## src/rtl/radio_frame_serializer.sv

```systemverilog
// Packs per-radio I/Q samples into words, buffers them in a small FIFO and shifts them out
// MSB-first with a SYNC marker. Define RADIO_SER_PARITY_EN to append an even-parity bit.
module radio_frame_serializer #(
  parameter int unsigned NUM_RADIOS      = 2,
  parameter int unsigned BITS_PER_SAMPLE = 2,
  parameter int unsigned FIFO_DEPTH      = 4
) (
  input  logic                                  sys_clk_i,
  input  logic                                  rst_i,
  input  logic [NUM_RADIOS*BITS_PER_SAMPLE-1:0] radio_i_i,
  input  logic [NUM_RADIOS*BITS_PER_SAMPLE-1:0] radio_q_i,
  input  logic                                  sample_valid_i,
  input  logic                                  clear_ovf_i,
  output logic                                  data_out_o,
  output logic                                  sync_o,
  output logic                                  overflow_o,
  output logic [$clog2(FIFO_DEPTH):0]           fill_o
);

  localparam int unsigned B  = BITS_PER_SAMPLE;
  localparam int unsigned W  = NUM_RADIOS * 2 * B;
  localparam int unsigned AW = $clog2(FIFO_DEPTH);
  localparam int unsigned FW = AW + 1;
`ifdef RADIO_SER_PARITY_EN
  localparam int unsigned FrameLen = W + 1;
`else
  localparam int unsigned FrameLen = W;
`endif
  localparam int unsigned CW = $clog2(FrameLen);
  localparam logic [CW-1:0] CntLast  = CW'(FrameLen - 1);
  localparam logic [AW:0]   FillFull = FW'(FIFO_DEPTH);

  typedef enum logic {StIdle, StShift} state_e;

  state_e          state_q, state_d;
  logic [CW-1:0]   cnt_q, cnt_d;
  logic [W-1:0]    shift_q, shift_d;
  logic            data_q, data_d;
  logic            sync_q, sync_d;
  logic            ovf_q, ovf_d;
  logic [AW:0]     fill_q, fill_d;
  logic [AW-1:0]   wr_ptr_q, wr_ptr_d;
  logic [AW-1:0]   rd_ptr_q, rd_ptr_d;
  logic [W-1:0]    mem_q [FIFO_DEPTH];
  logic [W-1:0]    word_in;
  logic [W-1:0]    head;
  logic            empty, full, push, pop;
`ifdef RADIO_SER_PARITY_EN
  logic            par_q, par_d;
`endif

  // Radio 0 lands in the MSBs: {I0, Q0, I1, Q1, ...}.
  for (genvar r = 0; r < NUM_RADIOS; r++) begin : g_pack
    assign word_in[W-1-2*B*r -: B]   = radio_i_i[r*B +: B];
    assign word_in[W-1-2*B*r-B -: B] = radio_q_i[r*B +: B];
  end

  assign head  = mem_q[rd_ptr_q];
  assign empty = (fill_q == '0);
  assign full  = (fill_q == FillFull);
  // A same-cycle pop frees a slot, so a full FIFO can still accept.
  assign push  = sample_valid_i && (!full || pop);

  always_comb begin
    state_d = state_q;
    cnt_d   = cnt_q;
    shift_d = shift_q;
    data_d  = data_q;
    sync_d  = sync_q;
    pop     = 1'b0;
`ifdef RADIO_SER_PARITY_EN
    par_d   = par_q;
`endif
    unique case (state_q)
      StIdle: begin
        data_d = 1'b0;
        sync_d = 1'b0;
        if (!empty) begin
          pop     = 1'b1;
          state_d = StShift;
        end
      end
      StShift: begin
        sync_d  = (cnt_q == '0);
        data_d  = shift_q[W-1];
`ifdef RADIO_SER_PARITY_EN
        if (cnt_q == CntLast) data_d = par_q;
`endif
        shift_d = shift_q << 1;
        cnt_d   = cnt_q + 1'b1;
        if (cnt_q == CntLast) begin
          if (!empty) pop = 1'b1;
          else        state_d = StIdle;
        end
      end
      default: state_d = StIdle;
    endcase
    if (pop) begin
      shift_d = head;
      cnt_d   = '0;
`ifdef RADIO_SER_PARITY_EN
      par_d   = ^head;
`endif
    end
  end

  always_comb begin
    wr_ptr_d = push ? wr_ptr_q + 1'b1 : wr_ptr_q;
    rd_ptr_d = pop  ? rd_ptr_q + 1'b1 : rd_ptr_q;
    fill_d   = fill_q;
    if (push && !pop)      fill_d = fill_q + 1'b1;
    else if (!push && pop) fill_d = fill_q - 1'b1;
    ovf_d = ovf_q;
    if (clear_ovf_i) ovf_d = 1'b0;
    if (sample_valid_i && full && !pop) ovf_d = 1'b1;
  end

  always_ff @(posedge sys_clk_i or posedge rst_i) begin
    if (rst_i) begin
      state_q  <= StIdle;
      cnt_q    <= '0;
      shift_q  <= '0;
      data_q   <= 1'b0;
      sync_q   <= 1'b0;
      ovf_q    <= 1'b0;
      fill_q   <= '0;
      wr_ptr_q <= '0;
      rd_ptr_q <= '0;
`ifdef RADIO_SER_PARITY_EN
      par_q    <= 1'b0;
`endif
    end else begin
      state_q  <= state_d;
      cnt_q    <= cnt_d;
      shift_q  <= shift_d;
      data_q   <= data_d;
      sync_q   <= sync_d;
      ovf_q    <= ovf_d;
      fill_q   <= fill_d;
      wr_ptr_q <= wr_ptr_d;
      rd_ptr_q <= rd_ptr_d;
`ifdef RADIO_SER_PARITY_EN
      par_q    <= par_d;
`endif
    end
  end

  always_ff @(posedge sys_clk_i) begin
    if (push) mem_q[wr_ptr_q] <= word_in;
  end

  assign data_out_o = data_q;
  assign sync_o     = sync_q;
  assign overflow_o = ovf_q;
  assign fill_o     = fill_q;

endmodule

```

## config.mk

```make
export PLATFORM = sky130hd
export DESIGN_NAME = radio_frame_serializer
export DESIGN_NICKNAME = d
export VERILOG_FILES = /design/src/rtl/radio_frame_serializer.sv
export SDC_FILE = /design/constraint.sdc
export NUM_CORES = 1
export LEC_CHECK = 0
export BUFFER_PORTS_ARGS = -buffer_cell sky130_fd_sc_hd__buf_2
export CAP_MARGIN = 30
export CORE_MARGIN = 4
export CORE_UTILIZATION = 58
export CTS_CLUSTER_SIZE = 30
export DETAILED_ROUTE_END_ITERATION = 7
export PLACE_DENSITY = 0.87
export SLEW_MARGIN = 15
export SYNTH_ARGS = -nofsm -noshare
export SYNTH_HDL_FRONTEND = slang
export SYNTH_SLANG_ARGS = --single-unit
```

## constraint.sdc

```tcl
create_clock -name sys_clk_i -period 3.4 [get_ports sys_clk_i]
set_clock_uncertainty 0.15 [all_clocks]
set_input_delay 0.51 -clock sys_clk_i [delete_from_list [all_inputs] [get_ports sys_clk_i]]
set_output_delay 0.51 -clock sys_clk_i [all_outputs]
set_load 0.03 [all_outputs]
```

---- Word level (Yosys, flattened, before mapping) ----
Memory sizes are Yosys's and may differ from the RTL's.
Cells that the tools add are included.
word-level totals
  register bits after elaboration ......... 22
  bits in latches ......................... 0
  memory bits (writable) .................. 32
  bits in read-only memories .............. 0
  word-level logic and storage cells ...... 49
  memories ................................ 1
memories
  memory  words  width  rd ports  clocked after memory_dff  write ports  line  RTL
  mem_q   4      8      1         0                         1            44    logic [W-1:0] mem_q [FIFO_DEPTH];
cells by class
  add/subtract/negate cells ............... 5
  multipliers ............................. 0
  div/mod/pow operators ................... 0
  order comparisons ....................... 0
  eq/ne operators ......................... 2
  shift-type cells ........................ 0
  mux-type cells .......................... 17
  bitwise logic cells ..................... 1
  reduce and logical (&&, ||, !) cells .... 14
operator list
  cell                 number
  $mux 8               2
  $mux 3               4
  $pmux 1 s2           4
  $mux 1               7
  $add 3x1->3 const B  2
  $eq 3x3->1 const B   2
  $logic_not 3->1      2
  $reduce_bool 2->1    3
  $logic_and 1x1->1    5
  $add 2x1->2 const B  2
  $logic_not 1->1      3
  $sub 3x1->3 const B  1
  $logic_or 1x1->1     1
  $not 1->1            1

---- Depth between registers and ports, before layout ----
  depth in word-level cells ............... 10
  mapped depth ............................ 10
  gate-level depth less buffers ........... 10

---- Worst setup path after synthesis ----
OpenSTA, ideal clock, no wires.
  path kind ............................... register to register
  start ................................... reg cnt_q[0]
  end ..................................... reg fill_q[1] (netlist: fill_o[1])
  library setup time ...................... 125 ps
  data arrival time ....................... 2115 ps
  slack ................................... 1011 ps
  cell stages (with the launch flop) ...... 9
  path buffers ............................ 0
  clock period less this slack ............ 2389 ps
  path through ............................ dfrtp_1 -> ha_1 -> ha_1 -> and2b_1 -> a31oi_4 -> ha_1 -> inv_1 -> fa_1 -> mux2_2
RTL lines
  element                 line  RTL
  start, declared         36    logic [CW-1:0] cnt_q, cnt_d;
  start signal, assigned  134   cnt_q <= cnt_d;
  $eq 3x3->1              91    if (cnt_q == CntLast) begin
  $mux 1                  91
  $pmux 1 s2              74    unique case (state_q)
  $logic_or 1x1->1        62    assign push = sample_valid_i && (!full || pop);
  $logic_and 1x1->1       62
  named net push          47    logic empty, full, push, pop;
  $logic_and 1x1->1       111   if (push && !pop) fill_d = fill_q + 1'b1;
  $mux 3                  111
  named net fill_d[1]     41    logic [AW:0] fill_q, fill_d;
  end signal, assigned    139   fill_q <= fill_d;
  end, declared           41
The timed path passes the listed nets, and every way through them passes these cells.
A chain may end at the register's enable or synchronous reset.

---- Final worst setup path ----
  start ................................... reg cnt_q[0]
  end ..................................... reg fill_q[2] (netlist: fill_o[2])
on the way
  cells in the longest elaborated chain, start to end .. 8
ends and longest elaborated chain
  element                      line  RTL
  $eq 3x3->1 (*)               91
  $mux 1 (*)                   91
  $pmux 1 s2 (*)               74
  $logic_or 1x1->1 (*)         62
  $logic_and 1x1->1 (*)        62
  named net push               47
  $logic_not 1->1              112   else if (!push && pop) fill_d = fill_q - 1'b1;
  $logic_and 1x1->1            112
  $reduce_bool 2->1 (no line)  -
Mark *: on every way through the listed nets, which the timed path passes. The rest lies on a longest branch.

==> out/summary.txt <==
Post-Syn Area per Cell - 15.3 um2
clock tree from TritonCTS - yes
Flop pwr share - 51.0%
static leakage - 0.955 nW
Pins Over Slew Limit - 0
result of the run - complete, no violations
FMAX - 0.371 GHz
Synth Instances - 151
area of the core - 0.00374 mm2
final period utilization - 79.3%
layout filler cell count - 281
cell area after synthesis - 0.00230 mm2
clock-pin slew on the worst setup and hold paths - 100 ps
post-synthesis net count - 172
internal power contribution - 1.37 mW
Ys Warns - 0
antenna diode count - 0
library cell with the largest summed area after synthesis - sky130_fd_sc_hd__edfxtp_1
synthesis-to-layout area growth - 8.58%
length of the first detailed-routing pass in iterations - 4
clock buffers created by TritonCTS - 5
fraction of synthesis flops using an asynchronous set or reset pin - 40.7%
starting utilization of the core area - 61.5%
Setup Buffers After CTS - 0
ranking of synthesized cells by instance count - sky130_fd_sc_hd__edfxtp_1, sky130_fd_sc_hd__dfrtp_1, sky130_fd_sc_hd__nor3_1
post-cts repair resize count - 0
switching power of the nets - 746 uW
sink count of the clock tree - 54
Worst Setup Start Kind - flop
width of the die - 71.0 um
dominant register cell in the synthesized netlist - sky130_fd_sc_hd__edfxtp_1
sum of negative setup slack - 0 ps
Total Die Area - 0.00504 mm2
area share of the leading cell type in the synthesized netlist - 41.7%
unrepaired setup endpoints after global routing - false
total number of vias - 1304
worst path required time - 3480 ps
Hold Crit Class - in -> async
die outline height - 71.0 um
Reg2Reg Launch Point - cnt_q[0]
fraction of power consumed by combinational cells - 33.2%
Critical R2R Capture - fill_o[2]
setup slack, reg-to-reg - 700 ps
critical path fanouts, max - 7
EDFF count, synth - 32
final-report hold violation count - 0
final critical-path setup slack - 702 ps
Final Setup Violations - 0
detail-routed net length per standard cell - 17.7 um
share of cells above drive strength 1 - 21.1%
total global-route track usage - 17.1%
Period minus WS final - 2700 ps
main area contributors after synthesis - sky130_fd_sc_hd__edfxtp_1, sky130_fd_sc_hd__dfrtp_1, sky130_fd_sc_hd__mux4_2
Data arrival, critical path - 2780 ps
vias in the first global route - 1368
Buffers on Ports - 17
Setup Slack @ Placement - 744 ps
clock latency on the worst-skew pair - 300 ps
leading cell type by number of instances after synthesis - sky130_fd_sc_hd__edfxtp_1
actual transition at the worst max-transition pin - 813 ps
detailed-route wire length - 3880 um
# DRC - 0
maximum clock insertion buffer count - 2
worst slew margin relative to its limit - 45.7%
remaining antenna violation count after routing - 0
count of state elements after synthesis - 54
initial antenna violation count - 0
wire length of the first global-routing pass - 6700 um
sequential share of the synthesized area - 65.6%
root buffer cell - sky130_fd_sc_hd__clkbuf_8
remaining global-route overflow - 0
H-tree level count - 2
First DRT Iteration DRCs - 128
sort of element at the end of the critical path - flop
max-cap check violation count - 0
power per cell area - 845 mW/mm2
critical path start-end classification - reg -> reg
final estimated routing congestion in global placement - 0.769
largest net degree at the start of global routing - 24
overall power - 2.11 mW
Via-to-Cell Ratio - 5.95
HPWL after DPL - 2720 um
number of rows created at floorplan - 22
share of total power consumed by net switching - 35.3%
depth of the worst register-to-register path - 10
synth unique cells - 32
fin nets - 191
peak supply drop - 0.000493 V
total I/O pin count - 18
hold buffer count at cts - 0
share of power burned in the clock network - 15.8%
state kept, by name, indices dropped and copies added, names as in the netlist:
name / flops
wr_ptr_q: 2
shift_q: 8
state_q: 1
sync_o: 1
data_out_o: 1
rd_ptr_q: 2
cnt_q: 3
overflow_o: 1
fill_o: 3
mem_q: 32
worst max-delay path: stages (launching register included):
cell	delay, ps
sky130_fd_sc_hd__dfrtp_1	390
sky130_fd_sc_hd__ha_1	180
sky130_fd_sc_hd__ha_1	260
sky130_fd_sc_hd__and2b_1	240
sky130_fd_sc_hd__a31oi_4	280
sky130_fd_sc_hd__ha_1	220
sky130_fd_sc_hd__inv_1	60
sky130_fd_sc_hd__fa_1	370
sky130_fd_sc_hd__xor2_1	150
sky130_fd_sc_hd__nor2_1	140
sky130_fd_sc_hd__xor2_1	180
per-layer routing:
layer	vias up	global-route usage (%)	share of wire [%]
met5	-	0	0
met4	0	5.43	0.88
met3	4	4.69	7.2
met2	67	27.5	50
met1	634	22.9	42
li1	599	-	-
worst max path at each step:
stage / endpoint / slack [ps] / from / depth (start not counted)
final: fill_o[2] / 700 / cnt_q[0] / 10
after global routing: fill_o[2] / 530 / cnt_q[1] / 10
after CTS: fill_o[2] / 730 / cnt_q[0] / 10
after detailed placement: fill_o[2] / 740 / cnt_q[0] / 10
after global placement: fill_o[2] / 940 / cnt_q[0] / 10
after floorplan: fill_o[1] / 1010 / cnt_q[0] / 8
power by group through the flow:
stage                     logic (mW)  registers, mW  clock network, mW
final                          0.702           1.08              0.333
after global routing           0.772           1.11              0.365
after CTS                      0.705           1.08              0.339
after detailed placement       0.702           1.09                  0
after global placement         0.650           1.07                  0
after floorplan                0.536           1.07                  0
cells by family after synthesis:
logic type	Yosys count	synth area share, %
and+or+nand+nor	40	8.91
xor gates and xnor gates	6	2.28
muxes	11	9.45
AOI/OAI and AO/OA	15	5.49
adders and majority gates	9	5.21
DFF	54	65.6
buffers and inverters	16	3.04
through the flow:
| step | util (%) | area (um2) | cells | hold WS (ps) |
|---|---|---|---|---|
| 6_report | 66.8 | 2500 | 219 | 195 |
| 5_1_grt | 66.8 | 2500 | 219 | 238 |
| 4_1_cts | 66.8 | 2500 | 219 | 219 |
| 3_5_place_dp | 64.6 | 2420 | 211 | 328 |
| 3_3_place_gp | 64.6 | 2420 | 211 | 305 |
| 2_1_floorplan | - | 2300 | 151 | 278 |
placed cells by master (no fill, tap or decap):
| master | instances |
|---|---|
| sky130_fd_sc_hd__nor2_1 | 5 |
| sky130_fd_sc_hd__or3_1 | 1 |
| sky130_fd_sc_hd__dfrtp_1 | 22 |
| sky130_fd_sc_hd__nand2_1 | 5 |
| sky130_fd_sc_hd__and2b_1 | 1 |
| sky130_fd_sc_hd__nor3_1 | 19 |
| sky130_fd_sc_hd__a31oi_4 | 1 |
| sky130_fd_sc_hd__mux2_2 | 3 |
| sky130_fd_sc_hd__o31a_2 | 1 |
| sky130_fd_sc_hd__fa_1 | 1 |
| sky130_fd_sc_hd__xor2_1 | 2 |
| sky130_fd_sc_hd__ha_1 | 8 |
| sky130_fd_sc_hd__mux4_2 | 7 |
| sky130_fd_sc_hd__nor3_2 | 1 |
| sky130_fd_sc_hd__buf_2 | 17 |
| sky130_fd_sc_hd__nand2b_1 | 1 |
| sky130_fd_sc_hd__clkbuf_1 | 1 |
| sky130_fd_sc_hd__mux4_1 | 1 |
| sky130_fd_sc_hd__edfxtp_1 | 32 |
| sky130_fd_sc_hd__and2_1 | 5 |
| sky130_fd_sc_hd__xnor2_1 | 4 |
| sky130_fd_sc_hd__o21ai_0 | 1 |
| sky130_fd_sc_hd__a211oi_1 | 8 |
| sky130_fd_sc_hd__o31ai_1 | 1 |
| sky130_fd_sc_hd__clkinv_1 | 1 |
| sky130_fd_sc_hd__o211ai_1 | 1 |
| sky130_fd_sc_hd__inv_1 | 11 |
| sky130_fd_sc_hd__clkinvlp_2 | 1 |
| sky130_fd_sc_hd__nand4_1 | 1 |
| sky130_fd_sc_hd__clkbuf_8 | 5 |
| sky130_fd_sc_hd__o22ai_1 | 1 |
| sky130_fd_sc_hd__nand3_1 | 1 |
| sky130_fd_sc_hd__a22o_1 | 1 |
area by class of cell:
type,count,area (um2),area share (%)
repair buffers,17,85.1,3.40
clock buffers,6,72.6,2.90
multi-input cells,81,722,28.9
flip-flops and latches,54,1510,60.4
well taps,48,60.1,2.40
clock inverters,2,8.76,0.350
inverters,11,41.3,1.65
(Power assumes the default switching activity.)
